===== src/rtl/dense_weight_fetch_pkg.sv =====
// Shared CNN package: FSM state codes, weight FIFO geometry and pointer helper.
package dense_weight_fetch_pkg;

    localparam logic [1:0] S_IDLE  = 2'd0;
    localparam logic [1:0] S_FETCH = 2'd1;
    localparam logic [1:0] S_DRAIN = 2'd2;
    localparam logic [1:0] S_DONE  = 2'd3;

    localparam int FIFO_DEPTH = 3;
    localparam int PTR_W      = 2;
    localparam int CNT_W      = 2;

    // Depth is not a power of two, so pointers wrap explicitly.
    function automatic logic [PTR_W-1:0] ptr_inc(input logic [PTR_W-1:0] p);
        return (p == PTR_W'(FIFO_DEPTH - 1)) ? '0 : p + PTR_W'(1);
    endfunction

endpackage


===== src/rtl/dense_weight_fetch_fifo.sv =====
// 3-entry weight FIFO; simultaneous push and pop keep occupancy and order.
module weight_fifo
    import dense_weight_fetch_pkg::*;
#(
    parameter int W = 8
) (
    input  logic             clk,
    input  logic             rst_n,
    input  logic             push,
    input  logic [W-1:0]     wdata,
    input  logic             pop,
    output logic [W-1:0]     rdata,
    output logic             full,
    output logic             empty,
    output logic [CNT_W-1:0] count
);

    logic [W-1:0]     mem [FIFO_DEPTH];
    logic [PTR_W-1:0] wp, rp;
    logic             push_ok, pop_ok;

    assign full    = (count == CNT_W'(FIFO_DEPTH));
    assign empty   = (count == '0);
    assign pop_ok  = pop && !empty;
    assign push_ok = push && (!full || pop_ok);
    assign rdata   = mem[rp];

    always_ff @(posedge clk) begin
        if (!rst_n) begin
            wp    <= '0;
            rp    <= '0;
            count <= '0;
            for (int i = 0; i < FIFO_DEPTH; i++) mem[i] <= '0;
        end else begin
            if (push_ok) begin
                mem[wp] <= wdata;
                wp      <= ptr_inc(wp);
            end
            if (pop_ok) rp <= ptr_inc(rp);
            if (push_ok && !pop_ok)      count <= count + CNT_W'(1);
            else if (pop_ok && !push_ok) count <= count - CNT_W'(1);
        end
    end

endmodule


===== src/rtl/dense_weight_fetch.sv =====
// Burst reader for the dense weight memory: issues reads under FIFO credit and
// streams the returned weights on a valid/ready port.
module dense_weight_fetch
    import dense_weight_fetch_pkg::*;
#(
    parameter int numWeightDense    = 507,
    parameter int addressWidthDense = 10,
    parameter int dataWidthDense    = 8
) (
    input  logic                         clk,
    input  logic                         rst_n,
    input  logic                         start,
    input  logic [addressWidthDense-1:0] base_addr,
    input  logic [addressWidthDense-1:0] length,
    output logic                         mem_en,
    output logic [addressWidthDense-1:0] mem_addr,
    input  logic [dataWidthDense-1:0]    mem_rdata,
    output logic [dataWidthDense-1:0]    w_data,
    output logic                         w_valid,
    input  logic                         w_ready,
    output logic                         busy,
    output logic                         done
);

    localparam int AW = addressWidthDense;
    localparam logic [AW-1:0] LAST_ADDR = AW'(numWeightDense - 1);

    logic [1:0]       state;
    logic             zl_q;
    logic [AW-1:0]    addr_q, rd_left, beats_left;
    logic             rd_vld;
    logic             issue, beat;
    logic             ffull, fempty;
    logic [CNT_W-1:0] fcount, occ;

    // Only one read can be in flight (data returns next cycle), so rd_vld is the outstanding count.
    assign occ      = fcount + CNT_W'(rd_vld);
    assign issue    = (state == S_FETCH) && !ffull && (occ < CNT_W'(FIFO_DEPTH));
    assign beat     = w_valid && w_ready;
    assign w_valid  = !fempty;
    assign mem_en   = issue;
    assign mem_addr = (state == S_FETCH) ? addr_q : '0;
    assign busy     = (state == S_FETCH) || (state == S_DRAIN);
    assign done     = (state == S_DONE);

    always_ff @(posedge clk) begin
        if (!rst_n) begin
            state      <= S_IDLE;
            zl_q       <= 1'b0;
            addr_q     <= '0;
            rd_left    <= '0;
            beats_left <= '0;
            rd_vld     <= 1'b0;
        end else begin
            rd_vld <= issue;
            if (beat && state != S_IDLE) beats_left <= beats_left - AW'(1);
            case (state)
                S_IDLE: begin
                    // Zero-length request waits one cycle so done lands where first data would.
                    if (zl_q) begin
                        zl_q  <= 1'b0;
                        state <= S_DONE;
                    end else if (start) begin
                        if (length == '0) begin
                            zl_q <= 1'b1;
                        end else begin
                            state      <= S_FETCH;
                            addr_q     <= base_addr;
                            rd_left    <= length;
                            beats_left <= length;
                        end
                    end
                end
                S_FETCH: begin
                    if (issue) begin
                        addr_q  <= (addr_q == LAST_ADDR) ? '0 : addr_q + AW'(1);
                        rd_left <= rd_left - AW'(1);
                        if (rd_left == AW'(1)) state <= S_DRAIN;
                    end
                end
                S_DRAIN: begin
                    if (beat && beats_left == AW'(1)) state <= S_DONE;
                end
                default: state <= S_IDLE;
            endcase
        end
    end

    weight_fifo #(.W(dataWidthDense)) u_fifo (
        .clk   (clk),
        .rst_n (rst_n),
        .push  (rd_vld),
        .wdata (mem_rdata),
        .pop   (beat),
        .rdata (w_data),
        .full  (ffull),
        .empty (fempty),
        .count (fcount)
    );

endmodule


===== config.mk =====
export PLATFORM = sky130hd
export DESIGN_NAME = dense_weight_fetch
export DESIGN_NICKNAME = d
export VERILOG_FILES = /design/src/rtl/dense_weight_fetch_pkg.sv /design/src/rtl/dense_weight_fetch_fifo.sv /design/src/rtl/dense_weight_fetch.sv
export SDC_FILE = /design/constraint.sdc
export NUM_CORES = 1
export LEC_CHECK = 0
export CAP_MARGIN = 10
export CORE_MARGIN = 2
export CORE_UTILIZATION = 40
export DETAILED_ROUTE_END_ITERATION = 10
export HOLD_SLACK_MARGIN = 0.05
export PLACE_DENSITY = 0.62
export SYNTH_ARGS = -nofsm -noshare
export SYNTH_HDL_FRONTEND = slang
export SYNTH_SLANG_ARGS = --single-unit

===== constraint.sdc =====
create_clock -name clk -period 2.5 [get_ports clk]
set_input_delay 0.375 -clock clk [delete_from_list [all_inputs] [get_ports clk]]
set_output_delay 0.375 -clock clk [all_outputs]
set_load 0.01 [all_outputs]

==> impl_metrics.toml <==
[cts]
cts_sinks = 74
clock_latency_ns = 0.35
h-tree-depth = 3
cts_buffers = 9
post_cts_buffers = 0
hold_buffers = 0
path_clk_slew_ns = 0.09
tritoncts = "yes"
cts_root_buf = "clkbuf_8"
clk_path_buf_depth = 2

[logic_synthesis]
avgSynthCellArea_um2 = 9.70
async_flop_share_pct = 0
synth-edff-count = 32
synth_top_family_by_area = "simple AND/OR/NAND/NOR gates"
synth_cells = 404
synthXorXnorAreaFrac_pct = 2.01
yosysSeqAreaShare_pct = 46.0
syn-cell-area_mm2 = 0.00392
synthAdderAreaFrac_pct = 3.83
synth_fp_nets = 448
ys_ff_latch = 74
synth-compound-area-share_pct = 16.2
synth-simple-area-share_pct = 22.4
ys.flop_type = "dfxtp_1"
synthMuxAreaShare_pct = 5.65
synth.distinct_cells = 63
ys_warn_count = 0

[global_routing]
grt_pass1_vias = 3048
grt_first_pass_wirelength_um = 14900
antenna_found_initial = 0
grt_overflow = 0
grt_max_degree = 32
grt.total_usage_pct = 18.4

[power_and_ir_drop]
seq_power_share_pct = 36.7
power.switching_mw = 1.81
switching_share_pct = 38.4
power_density_mw_per_mm2 = 966
p_leak_nw = 1.78
power.total_mw = 4.71
p_int_mw = 2.90
ir_drop_uv = 428
clockPowerShare_pct = 20.7
power_frac_comb_pct = 42.5

[finish]
fin_area_mm2 = 0.00487
diodes = 0
layout-drive-gt1-share_pct = 12.6
area_delta_synth_final_pct = 24.3
fin_cells = 600
utilization_pct = 50.5
fin_nets = 506

[detailed_routing]
drt_first_pass_iters = 5
drc = 0
drt-initial-drc-count = 120
detail_route.wl_per_cell_um = 15.3
via_per_inst = 5.27
num_vias = 3163
totalWireLength_um = 9170
antenna_left = 0

[job]
cap_viol_max_count = 0

[floorplan]
core_mm2 = 0.00964
io-pin-count = 54
std_cell_rows = 36
dieArea_mm2 = 0.0106
start_util_pct = 40.7
die_x_um = 103
die_h_um = 103

[sta]
slew_viol_final = 0
tns_ns = 0
fmax_mhz = 416
skew_ns = 0.0118
layout_setup_ws_ns = 0.0983
grt_setup_unrepaired = "false"
worst_pin_slew_ns = 0.537
maxSlewHeadroom_pct = 63.8
setup_viol = 0
min_period_over_period_pct = 96.1
whs_ns = 0.468
min_period_ns = 2.40
finalHoldViolCount = 0

[worst_setup_path]
crit_path_start_kind = "flop"
crit_required_ns = 2.12
critPathMaxFanout = 7
cp_data_arrival_time_ns = 2.03
worstSetupPathType = "flop to output port"
crit_path_end_kind = "output port"

[placement]
dp_slack_ns = 0.206
place_inst = 584
place_congestion = 0.837
dpl.hpwl_um = 6450
io_buffers = 53
place_area_mm2 = 0.00465

[hold_path]
hold_path.class = "flop to flop"

[status]
status = "completed"
-- synth_stat cells (8+ instances only) --
cell / number / share of area [%]
nor2_1: 31 / 3.0
clkbuf_1: 13 / 1.2
inv_1: 10 / 0.96
ha_1: 12 / 3.8
o21ai_1: 14 / 1.8
nand2_1: 33 / 3.2
and2_1: 34 / 5.4
nand3_1: 9 / 1.1
mux4_2: 8 / 4.6
dfxtp_1: 42 / 21
nor3_1: 10 / 1.3
edfxtp_1: 32 / 25
o21ai_0: 11 / 1.4
a21oi_1: 36 / 4.6
-- repair_timing --
| action | CTS | global route |
|---|---|---|
| endpoints found under the setup margin | 1 | 1 |
| gates resized for setup | 1 | 4 |
| pin swaps | 0 | 0 |
-- worst max-delay path, cell delays in order, from the launching register on --
cell and delay (ns):
dfxtp_2 0.41, ha_1 0.28, a21oi_2 0.19, a21oi_2 0.09, nor2_1 0.14, clkdlybuf4s50_1 0.56
-- kinds of logic (layout without fill, tap and decap cells) --
group / after synthesis / after routing
multiplexers: 12 / 12
XOR/XNOR: 9 / 9
flip-flops: 74 / 74
adder cells (fa/ha/maj): 12 / 12
AND/OR/NAND/NOR: 163 / 163
buffers and inverters: 35 / 98
AO/OA/AOI/OAI: 99 / 99
-- layer usage --
| metal | track usage [%] | wire [um] | part of all wire (%) |
|---|---|---|---|
| met1 | 24.4 | 4210 | 46 |
| met2 | 29.6 | 4520 | 49 |
| met3 | 4.14 | 370 | 4.0 |
| met4 | 6.48 | 72 | 0.78 |
| met5 | 0 | 0 | 0 |
-- placed cells by master, fill, tap and decap left out, types with 3 or more instances in the layout --
| cell | Yosys | routed |
|---|---|---|
| a211oi_1 | 3 | 3 |
| a21oi_1 | 36 | 34 |
| and2_1 | 34 | 34 |
| and3_1 | 4 | 4 |
| buf_4 | 0 | 14 |
| clkbuf_8 | 1 | 9 |
| clkdlybuf4s50_1 | 0 | 53 |
| dfxtp_1 | 42 | 41 |
| edfxtp_1 | 32 | 32 |
| ha_1 | 12 | 12 |
| inv_1 | 10 | 10 |
| inv_6 | 0 | 3 |
| mux2i_1 | 3 | 3 |
| mux4_2 | 8 | 8 |
| nand2_1 | 33 | 33 |
| nand2b_1 | 5 | 5 |
| nand3_1 | 9 | 9 |
| nand3b_1 | 3 | 3 |
| nor2_1 | 31 | 31 |
| nor2b_1 | 7 | 7 |
| nor3_1 | 10 | 10 |
| nor3b_1 | 4 | 4 |
| nor4_1 | 4 | 4 |
| o211ai_1 | 3 | 3 |
| o21ai_0 | 11 | 11 |
| o21ai_1 | 14 | 14 |
| o31ai_1 | 3 | 3 |
| o32ai_1 | 5 | 5 |
| or3_1 | 5 | 5 |
| or3_2 | 3 | 3 |
| xor2_1 | 7 | 7 |
-- flip-flops by register name, indices dropped and copies added (netlist names), named ones only --
register	count
u_fifo.mem	32
addr_q	10
beats_left	10
rd_left	10
state	2
u_fifo.count	2
u_fifo.rp	2
u_fifo.wp	2
rd_vld	1
zl_q	1
-- power groups by stage --
stage / Sequential, mW / Clock (mW) / Combinational, mW
finish: 1.73 / 0.975 / 2.00
global route: 1.78 / 1.07 / 2.23
CTS: 1.73 / 1.01 / 2.00
detailed placement: 1.75 / 0 / 1.98
global placement: 1.75 / 0 / 1.95
floorplan: 1.68 / 0 / 1.40
-- final cells by class --
class / count / area, um2
clock buffers: 9 / 124
clock inverters: 7 / 82.6
fillers: 917 / 4770
inverters: 13 / 51.3
multi-input cells: 295 / 1970
flip-flops and latches: 74 / 1800
well taps: 133 / 166
repair buffers: 69 / 676
-- worst paths after layout --
check                          startpoint  cells after the start  slack, ns                       to
max          u_fifo.count[0]$_SDFFE_PN0P_                      5        0.1                   mem_en
min               rd_left[8]$_SDFFE_PN0P_                      2       0.47  rd_left[8]$_SDFFE_PN0P_
max reg2reg         state[0]$_SDFFE_PN0P_                      7       0.38   addr_q[7]$_SDFFE_PN0P_
min reg2reg       rd_left[8]$_SDFFE_PN0P_                      2       0.47  rd_left[8]$_SDFFE_PN0P_
Power figures use the tool's default switching activity.
